$ cat src/rtl/rsp_s2_prep_accum_if.sv
// Handshake bundle between the stage-2 prep multiplier side and the coherent integrator.
// The master drives the aligned product stream; the slave returns group sums and status.
interface rsp_s2_prep_accum_if #(
  parameter int unsigned P_width   = 15,
  parameter int unsigned ACC_width = 24,
  parameter int unsigned N_width   = 10
) ();
  logic                 IN_VALID;
  logic                 IN_SOF;
  logic [P_width-1:0]   PRODUCT;
  logic [N_width-1:0]   ACC_LEN;
  logic                 OUT_VALID;
  logic [ACC_width-1:0] OUT_DATA;
  logic                 OUT_SAT;
  logic                 OUT_SOF;
  logic                 DROP;
  logic                 BUSY;

  modport master (
    output IN_VALID, IN_SOF, PRODUCT, ACC_LEN,
    input  OUT_VALID, OUT_DATA, OUT_SAT, OUT_SOF, DROP, BUSY
  );

  modport slave (
    input  IN_VALID, IN_SOF, PRODUCT, ACC_LEN,
    output OUT_VALID, OUT_DATA, OUT_SAT, OUT_SOF, DROP, BUSY
  );
endinterface

$ cat src/rtl/rsp_s2_prep_accum.sv
// Coherent integrator: sums ACC_LEN multiplier products per group into a saturating signed
// result, with valid/SOF qualifiers delayed internally to line up with PRODUCT.
module rsp_s2_prep_accum #(
  parameter int unsigned DELAY     = 2,
  parameter int unsigned P_width   = 15,
  parameter int unsigned ACC_width = 24,
  parameter int unsigned N_width   = 10,
  parameter int unsigned SIGNED    = 1
) (
  input logic               CLK,
  input logic               RST,
  rsp_s2_prep_accum_if.slave bus
);
  localparam int unsigned AW1 = ACC_width + 1;
  localparam logic [ACC_width-1:0] AccMax = {1'b0, {(ACC_width-1){1'b1}}};
  localparam logic [ACC_width-1:0] AccMin = {1'b1, {(ACC_width-1){1'b0}}};
  localparam logic [N_width:0]     CntOne = {{N_width{1'b0}}, 1'b1};
  localparam logic [N_width-1:0]   LenOne = {{(N_width-1){1'b0}}, 1'b1};

  typedef enum logic {StIdle, StAcc} state_e;

  state_e               r_state;
  logic [DELAY-1:0]     r_v_sr;
  logic [DELAY-1:0]     r_s_sr;
  logic [ACC_width-1:0] r_acc;
  logic [N_width-1:0]   r_cnt;
  logic [N_width-1:0]   r_len;
  logic                 r_sat;
  logic                 r_sof;
  logic                 r_out_valid;
  logic [ACC_width-1:0] r_out_data;
  logic                 r_out_sat;
  logic                 r_out_sof;
  logic                 r_drop;

  logic                 w_v_d;
  logic                 w_s_d;
  logic                 w_start;
  logic [N_width-1:0]   w_len_in;
  logic [N_width-1:0]   w_len;
  logic [N_width:0]     w_cnt_nxt;
  logic                 w_last;
  logic [AW1-1:0]       w_base;
  logic [AW1-1:0]       w_ext;
  logic [AW1-1:0]       w_sum;
  logic                 w_ovf;
  logic [ACC_width-1:0] w_sat_val;
  logic                 w_sat_any;
  logic                 w_sof_flag;

  always_comb begin
    w_v_d    = r_v_sr[DELAY-1];
    w_s_d    = r_s_sr[DELAY-1];
    // An SOF sample always opens a fresh group, discarding any partial one.
    w_start  = (r_state == StIdle) || w_s_d;
    w_len_in = (bus.ACC_LEN == '0) ? LenOne : bus.ACC_LEN;
    w_len    = w_start ? w_len_in : r_len;
    w_cnt_nxt = w_start ? CntOne : ({1'b0, r_cnt} + CntOne);
    w_last   = (w_cnt_nxt == {1'b0, w_len});
    w_base   = w_start ? '0 : {r_acc[ACC_width-1], r_acc};
    if (SIGNED != 0) begin
      w_ext = {{(AW1-P_width){bus.PRODUCT[P_width-1]}}, bus.PRODUCT};
    end else begin
      w_ext = {{(AW1-P_width){1'b0}}, bus.PRODUCT};
    end
    w_sum = w_base + w_ext;
    // Top two bits disagree only when the sum left the ACC_width signed range.
    w_ovf = w_sum[ACC_width] ^ w_sum[ACC_width-1];
    if (w_ovf) begin
      w_sat_val = w_sum[ACC_width] ? AccMin : AccMax;
    end else begin
      w_sat_val = w_sum[ACC_width-1:0];
    end
    w_sat_any  = w_ovf | (!w_start & r_sat);
    w_sof_flag = w_start ? w_s_d : r_sof;
  end

  always_ff @(posedge CLK or posedge RST) begin
    if (RST) begin
      r_state     <= StIdle;
      r_v_sr      <= '0;
      r_s_sr      <= '0;
      r_acc       <= '0;
      r_cnt       <= '0;
      r_len       <= LenOne;
      r_sat       <= 1'b0;
      r_sof       <= 1'b0;
      r_out_valid <= 1'b0;
      r_out_data  <= '0;
      r_out_sat   <= 1'b0;
      r_out_sof   <= 1'b0;
      r_drop      <= 1'b0;
    end else begin
      r_v_sr[0] <= bus.IN_VALID;
      r_s_sr[0] <= bus.IN_VALID & bus.IN_SOF;
      for (int i = 1; i < int'(DELAY); i++) begin
        r_v_sr[i] <= r_v_sr[i-1];
        r_s_sr[i] <= r_s_sr[i-1];
      end
      r_out_valid <= 1'b0;
      r_drop      <= 1'b0;
      if (w_v_d) begin
        if ((r_state == StAcc) && w_s_d) begin
          r_drop <= 1'b1;
        end
        if (w_start) begin
          r_len <= w_len_in;
          r_sof <= w_s_d;
        end
        if (w_last) begin
          r_out_valid <= 1'b1;
          r_out_data  <= w_sat_val;
          r_out_sat   <= w_sat_any;
          r_out_sof   <= w_sof_flag;
          r_acc       <= '0;
          r_cnt       <= '0;
          r_sat       <= 1'b0;
          r_state     <= StIdle;
        end else begin
          r_acc   <= w_sat_val;
          r_cnt   <= w_cnt_nxt[N_width-1:0];
          r_sat   <= w_sat_any;
          r_state <= StAcc;
        end
      end
    end
  end

  assign bus.OUT_VALID = r_out_valid;
  assign bus.OUT_DATA  = r_out_data;
  assign bus.OUT_SAT   = r_out_sat;
  assign bus.OUT_SOF   = r_out_sof;
  assign bus.DROP      = r_drop;
  assign bus.BUSY      = (r_state == StAcc);
endmodule
$ cat src/flat_wrapper.sv
// flat-port wrapper written by rule: the top's interface ports become plain ports
module rsp_s2_prep_accum_flat 
#(
  parameter int unsigned DELAY     = 2,
  parameter int unsigned P_width   = 15,
  parameter int unsigned ACC_width = 24,
  parameter int unsigned N_width   = 10,
  parameter int unsigned SIGNED    = 1
)
  (CLK, RST, bus_IN_VALID, bus_IN_SOF, bus_PRODUCT, bus_ACC_LEN, bus_OUT_VALID, bus_OUT_DATA, bus_OUT_SAT, bus_OUT_SOF, bus_DROP, bus_BUSY);
  rsp_s2_prep_accum_if #(.P_width(P_width), .ACC_width(ACC_width), .N_width(N_width)) bus_i ();
  input logic CLK;
  input logic RST;
  input wire logic [$bits(bus_i.IN_VALID)-1:0] bus_IN_VALID;
  input wire logic [$bits(bus_i.IN_SOF)-1:0] bus_IN_SOF;
  input wire logic [$bits(bus_i.PRODUCT)-1:0] bus_PRODUCT;
  input wire logic [$bits(bus_i.ACC_LEN)-1:0] bus_ACC_LEN;
  output wire logic [$bits(bus_i.OUT_VALID)-1:0] bus_OUT_VALID;
  output wire logic [$bits(bus_i.OUT_DATA)-1:0] bus_OUT_DATA;
  output wire logic [$bits(bus_i.OUT_SAT)-1:0] bus_OUT_SAT;
  output wire logic [$bits(bus_i.OUT_SOF)-1:0] bus_OUT_SOF;
  output wire logic [$bits(bus_i.DROP)-1:0] bus_DROP;
  output wire logic [$bits(bus_i.BUSY)-1:0] bus_BUSY;
  assign bus_i.IN_VALID = bus_IN_VALID;
  assign bus_i.IN_SOF = bus_IN_SOF;
  assign bus_i.PRODUCT = bus_PRODUCT;
  assign bus_i.ACC_LEN = bus_ACC_LEN;
  assign bus_OUT_VALID = bus_i.OUT_VALID;
  assign bus_OUT_DATA = bus_i.OUT_DATA;
  assign bus_OUT_SAT = bus_i.OUT_SAT;
  assign bus_OUT_SOF = bus_i.OUT_SOF;
  assign bus_DROP = bus_i.DROP;
  assign bus_BUSY = bus_i.BUSY;
  rsp_s2_prep_accum #(.DELAY(DELAY), .P_width(P_width), .ACC_width(ACC_width), .N_width(N_width), .SIGNED(SIGNED)) u_core (.CLK(CLK), .RST(RST), .bus(bus_i));
endmodule
$ cat config.mk
export PLATFORM = sky130hd
export DESIGN_NAME = rsp_s2_prep_accum_flat
export DESIGN_NICKNAME = d
export VERILOG_FILES = /design/src/rtl/rsp_s2_prep_accum_if.sv /design/src/rtl/rsp_s2_prep_accum.sv /design/src/flat_wrapper.sv
export SDC_FILE = /design/constraint.sdc
export NUM_CORES = 1
export LEC_CHECK = 0
export CAP_MARGIN = 20
export CORE_UTILIZATION = 45
export CTS_CLUSTER_SIZE = 25
export DETAILED_ROUTE_END_ITERATION = 8
export GPL_TIMING_DRIVEN = 0
export PLACE_DENSITY_LB_ADDON = 0.12
export SKIP_CTS_REPAIR_TIMING = 1
export SLEW_MARGIN = 20
export SYNTH_ARGS = -nofsm -noshare
export SYNTH_HDL_FRONTEND = slang
export SYNTH_SLANG_ARGS = --single-unit
$ cat constraint.sdc
create_clock -name CLK -period 3.9 [get_ports CLK]
set_input_delay 0.78 -clock CLK [delete_from_list [all_inputs] [get_ports CLK]]
set_output_delay 0.78 -clock CLK [all_outputs]
set_load 0.03 [all_outputs]
-- After elaboration in Yosys (flattened, before gate mapping)
Index checks and enable logic that the tools add are counted.
Widths: inputs -> output; s select.
- add/sub/neg operators: 2
- equal/unequal tests: 1
- multiplexer cells: 15
- bitwise operators: 5
- reductions and logical operators: 5
- operator list (cell ; number):
    $mux 24 ; 3
    $mux 10 ; 3
    $add 25x25->25 ; 1
    $mux 25 ; 1
    $add 10x1->11 const B ; 1
    $eq 11x10->1 ; 1
    $mux 11 ; 1
    $logic_not 10->1 ; 1
    $mux 1 ; 7
    $and 1x1->1 ; 2
    $reduce_and 2->1 ; 1
    $logic_and 1x1->1 ; 1
    $logic_not 1->1 ; 1
    $logic_or 1x1->1 ; 1
    $not 1->1 ; 1
    $or 1x1->1 ; 1
    $xor 1x1->1 ; 1
- register bits after elaboration: 79
- input bits: 29
- output and inout port bits: 29
- logic and storage cells: 41

-- Depth between registers and ports, before layout
- depth in word-level cells: 7
- gate-level depth with buffers: 15

-- Worst setup path after synthesis
Ideal clock, no wire load.
- kind: reg2reg
- start point: reg u_core.r_state (netlist: u_core.bus.BUSY)
- end point: reg u_core.r_acc[16]
- library setup time: 0.080 ns
- arrival: 3.352 ns
- data required time: 3.820 ns
- slack: 0.468 ns
- stages on the path, launching flop included: 14
- buffers on the path: 0
- path through: dfrtp_1 -> nor2b_1 -> and2_1 -> ha_1 -> inv_1 -> fa_1 -> nand2b_1 -> a21oi_1 -> o211ai_2 -> o311ai_4 -> a31oi_4 -> maj3_1 -> mux2_4 -> o22ai_2
- cells in the longest elaborated chain, start to end: 7
- RTL lines (what ; RTL line ; RTL):
    start, declared ; rsp_s2_prep_accum.sv:22 ; state_e r_state;
    start signal, assigned ; rsp_s2_prep_accum.sv:80 ; r_state <= StIdle;
    start signal, assigned ; rsp_s2_prep_accum.sv:118 ; r_state <= StIdle;
    start signal, assigned ; rsp_s2_prep_accum.sv:123 ; r_state <= StAcc;
    $not 1->1 * ; rsp_s2_prep_accum.sv:55 ; w_start = (r_state == StIdle) || w_s_d;
    $logic_or 1x1->1 * ; rsp_s2_prep_accum.sv:55 ;
    $mux 25 ; rsp_s2_prep_accum.sv:60 ; w_base = w_start ? '0 : {r_acc[ACC_width-1], r_acc};
    $add 25x25->25 ; rsp_s2_prep_accum.sv:66 ; w_sum = w_base + w_ext;
    $mux 24 / $xor 1x1->1 (equally long branches) ; rsp_s2_prep_accum.sv:70, rsp_s2_prep_accum.sv:68 ;
    $mux 24 ; rsp_s2_prep_accum.sv:69 ; if (w_ovf) begin
    $mux 24 * ; rsp_s2_prep_accum.sv:110 ; if (w_last) begin
    end signal, assigned ; rsp_s2_prep_accum.sv:120 ; r_acc <= w_sat_val;
    end, declared ; rsp_s2_prep_accum.sv:25 ; logic [ACC_width-1:0] r_acc;
Every way passes the cells marked *; elsewhere a longest branch is shown, timed or not.
A chain may end at the register's enable or synchronous reset.

-- Final worst setup path
- start point: reg u_core.r_s_sr[1]
- end point: reg u_core.r_sat
- cells in the longest elaborated chain, start to end: 6
- RTL lines (what ; RTL line ; RTL):
    start, declared ; rsp_s2_prep_accum.sv:24 ; logic [DELAY-1:0] r_s_sr;
    start signal, assigned by index ; rsp_s2_prep_accum.sv:98 ; r_s_sr[i] <= r_s_sr[i-1];
    $logic_or 1x1->1 * ; rsp_s2_prep_accum.sv:55 ;
    $mux 25 ; rsp_s2_prep_accum.sv:60 ;
    $add 25x25->25 ; rsp_s2_prep_accum.sv:66 ;
    $xor 1x1->1 ; rsp_s2_prep_accum.sv:68 ; w_ovf = w_sum[ACC_width] ^ w_sum[ACC_width-1];
    $or 1x1->1 ; rsp_s2_prep_accum.sv:74 ; w_sat_any = w_ovf | (!w_start & r_sat);
    $mux 1 * ; rsp_s2_prep_accum.sv:110 ;
    end signal, assigned ; rsp_s2_prep_accum.sv:122 ; r_sat <= w_sat_any;
    end, declared ; rsp_s2_prep_accum.sv:28 ; logic r_sat;
Marked as above.

==> impl_metrics.json <==
{
  "run_status": "finished, final reports clean",
  "crit_fanout": 10,
  "area_growth_pct": 20.66,
  "synth_seq_cells": 79,
  "cap_violations": 0,
  "worstHoldPathCells": 0,
  "fin_hold_ws_ns": 0.3615,
  "cts_tree": "yes",
  "yosysTopAreaCell": "dfrtp_1",
  "clock.fmax_ghz": 0.2689,
  "grt_pass1_wl_um": 21220,
  "antenna_found_initial": 0,
  "grt_pass1_vias": 4311,
  "ys_types": 68,
  "syn_inst": 567,
  "port-buffer-count": 57,
  "synth_edf_count": 0,
  "setup_violations": 0,
  "r2r_slack_ns": 0.18,
  "end_kind": "register",
  "crit_arrival_ns": 3.97,
  "setup-tns-final_ns": 0,
  "wl_per_cell_um": 16.18,
  "vias": 4419,
  "h-tree-depth": 3,
  "via_per_inst": 5.651,
  "cts.clk_slew.worst_paths_ns": 0.09,
  "r2r_cells": 14,
  "route.detailed.drc": 0,
  "hold_viol_final": 0,
  "fin_worst_skew_ns": 0.01503,
  "die_h_um": 107.7,
  "synth.most_common_cell": "dfrtp_1",
  "drt-initial-drc-count": 194,
  "ys.flop_type": "dfrtp_1",
  "critPathLaunchType": "register",
  "clockBufferDepth": 2,
  "drt_wl_total_um": 12650,
  "core.rowCount": 38,
  "num_io_pins": 58,
  "ir_drop_mv": 0.3745,
  "start_util_pct": 46.36,
  "clock_latency_ns": 0.36,
  "syn_nets": 622,
  "gp_congestion": 0.9114,
  "antenna_left": 0,
  "critPathKind": "reg2reg",
  "r2r-start": "u_core.r_s_sr[1]",
  "maxSlewViolCount": 0,
  "cts_sinks": 79,
  "grt_overflow_total": 0,
  "worst_pin_slew_ns": 0.6101,
  "syn_area_um2": 5026,
  "regToRegEndpoint": "u_core.r_sat",
  "hp-start": "u_core.r_v_sr[0]",
  "drive_gt1_share_pct": 10.44,
  "nets": 692,
  "dieArea_um2": 11600,
  "synth_top_area_share_pct": 38.83,
  "hpwlAfterDp_um": 9571,
  "synthArstFlopShare_pct": 100.0,
  "p_leak_nw": 2.703,
  "dr.pass1.iters": 4,
  "core_um2": 10840,
  "ys_warn_count": 0,
  "synth-seq-area-share_pct": 39.36,
  "numCtsBuffers": 9,
  "slew-limit-headroom_pct": 59.33,
  "avgSynthCellArea_um2": 8.864,
  "min_delay_worst_endpoint": "u_core.r_v_sr[1]",
  "fin_ws_ns": 0.1814,
  "antenna_cells": 0,
  "fillers": 1017,
  "dieWidth_um": 107.7,
  "hp-class": "reg2reg",
  "post-place-ws_ns": -0.3916,
  "power.total_mw": 4.125,
  "period_share_pct": 95.35,
  "grt_start_max_net_pins": 60,
  "synth.top_cells.by_area": "dfrtp_1 39%, ha_1 6.2%, o21ai_0 4.8%",
  "layout_min_cycle_time_ns": 3.719,
  "worst_ep_required_time_ns": 4.15,
  "root_buffer": "clkbuf_8",
  "power_density_nw_per_um2": 680.2,
  "synth_common_cells": "78 x dfrtp_1, 59 x nand2_1, 48 x o21ai_0, 47 x nor2_1, 41 x inv_1",
  "track_usage_pct": 23.46
}
-- placed cells by master, fill, tap and decap left out, types with 4 or more instances in the layout --
cell type,instances
mux2_2,10
clkbuf_1,13
a21oi_1,34
o21ai_1,5
dfrtp_1,78
nor3_1,8
ha_1,25
buf_2,11
clkbuf_8,9
a21o_1,9
clkbuf_4,4
xnor2_1,23
xor2_1,12
and3_1,4
o21ai_0,46
o22ai_1,23
nand3_1,6
buf_4,4
a22oi_1,18
nor2_1,47
nand2b_1,7
nand2_1,59
inv_1,40
a22o_1,4
a31oi_1,8
clkdlybuf4s50_1,57
and2_1,5
-- how the worst max path moves through the flow --
stage	start	to	slack (ns)
2_1_floorplan	u_core.bus.BUSY	u_core.r_acc[16]	0.47
3_3_place_gp	u_core.r_s_sr[1]	u_core.r_acc[1]	-0.34
3_5_place_dp	u_core.r_s_sr[1]	u_core.r_acc[17]	-0.39
4_1_cts	u_core.bus.BUSY	u_core.r_acc[2]	-0.44
5_1_grt	u_core.r_s_sr[1]	u_core.bus.OUT_DATA[22]	-0.03
6_report	u_core.r_s_sr[1]	u_core.r_sat	0.18
-- registers in the layout, summed over array words and instances, names as in the netlist, 2 cells and up --
register / count
u_core.r_s_sr: 2
u_core.r_v_sr: 2
u_core.bus.OUT_DATA: 24
u_core.r_cnt: 10
u_core.r_len: 10
u_core.r_acc: 24
-- power by group --
part | switching, mW | internal [mW] | total, mW
Sequential | 0.0929 | 1.03 | 1.12
Combinational | 1.40 | 0.994 | 2.39
Clock | 0.317 | 0.299 | 0.616
-- final cells by class --
cell class,instances,area [um2],share of cell area [%]
timing repair buffer,59,605.6,9.986
clock buffer,10,127.6,2.104
multi-input combinational,417,2799,46.15
buffer,30,152.6,2.517
clock inverter,6,70.07,1.155
sequential,79,1978,32.62
tap,140,175.2,2.888
inverter,41,156.4,2.579
-- per-layer routing --
| layer | GRT usage, % | vias to the layer above | wire [um] |
|---|---|---|---|
| met5 | 0 | - | 0 |
| met4 | 6.751 | 0 | 192 |
| met3 | 5.085 | 17 | 639 |
| met2 | 37.27 | 100 | 5940 |
| met1 | 32.02 | 2133 | 5879 |
| li1 | - | 2169 | - |
-- critical path: stages (launching register included) --
cell and delay (ns):
dfrtp_1 0.47, nand2b_1 0.22, clkbuf_4 0.24, clkbuf_4 0.24, nor2_1 0.06, ha_1 0.35, o21ai_0 0.18, nor3_1 0.24
o211ai_1 0.23, o21ai_2 0.35, a2111oi_0 0.17, a31oi_1 0.20, buf_2 0.26, a21boi_1 0.29, o21ai_0 0.11
-- stage by stage --
step	area [um2]	utilization [%]	instances
2_1_floorplan	5026	-	567
3_3_place_gp	5772	53.24	764
3_5_place_dp	5802	53.52	765
4_1_cts	6000	55.34	781
5_1_grt	6065	55.94	782
6_report	6065	55.94	782
-- kinds of logic (layout without fill, tap and decap cells) --
kind of cell,count (synthesis),count (layout),synth area share [%]
XOR/XNOR,36,36,6.547
AND/OR/NAND/NOR,152,152,13.72
flip-flops,79,79,39.36
AO/OA/AOI/OAI,190,190,24.99
adder cells (fa/ha/maj),28,28,7.020
buffers and inverters,71,146,5.825
multiplexers,11,11,2.539
No activity file was read; power rests on OpenSTA's default activity.
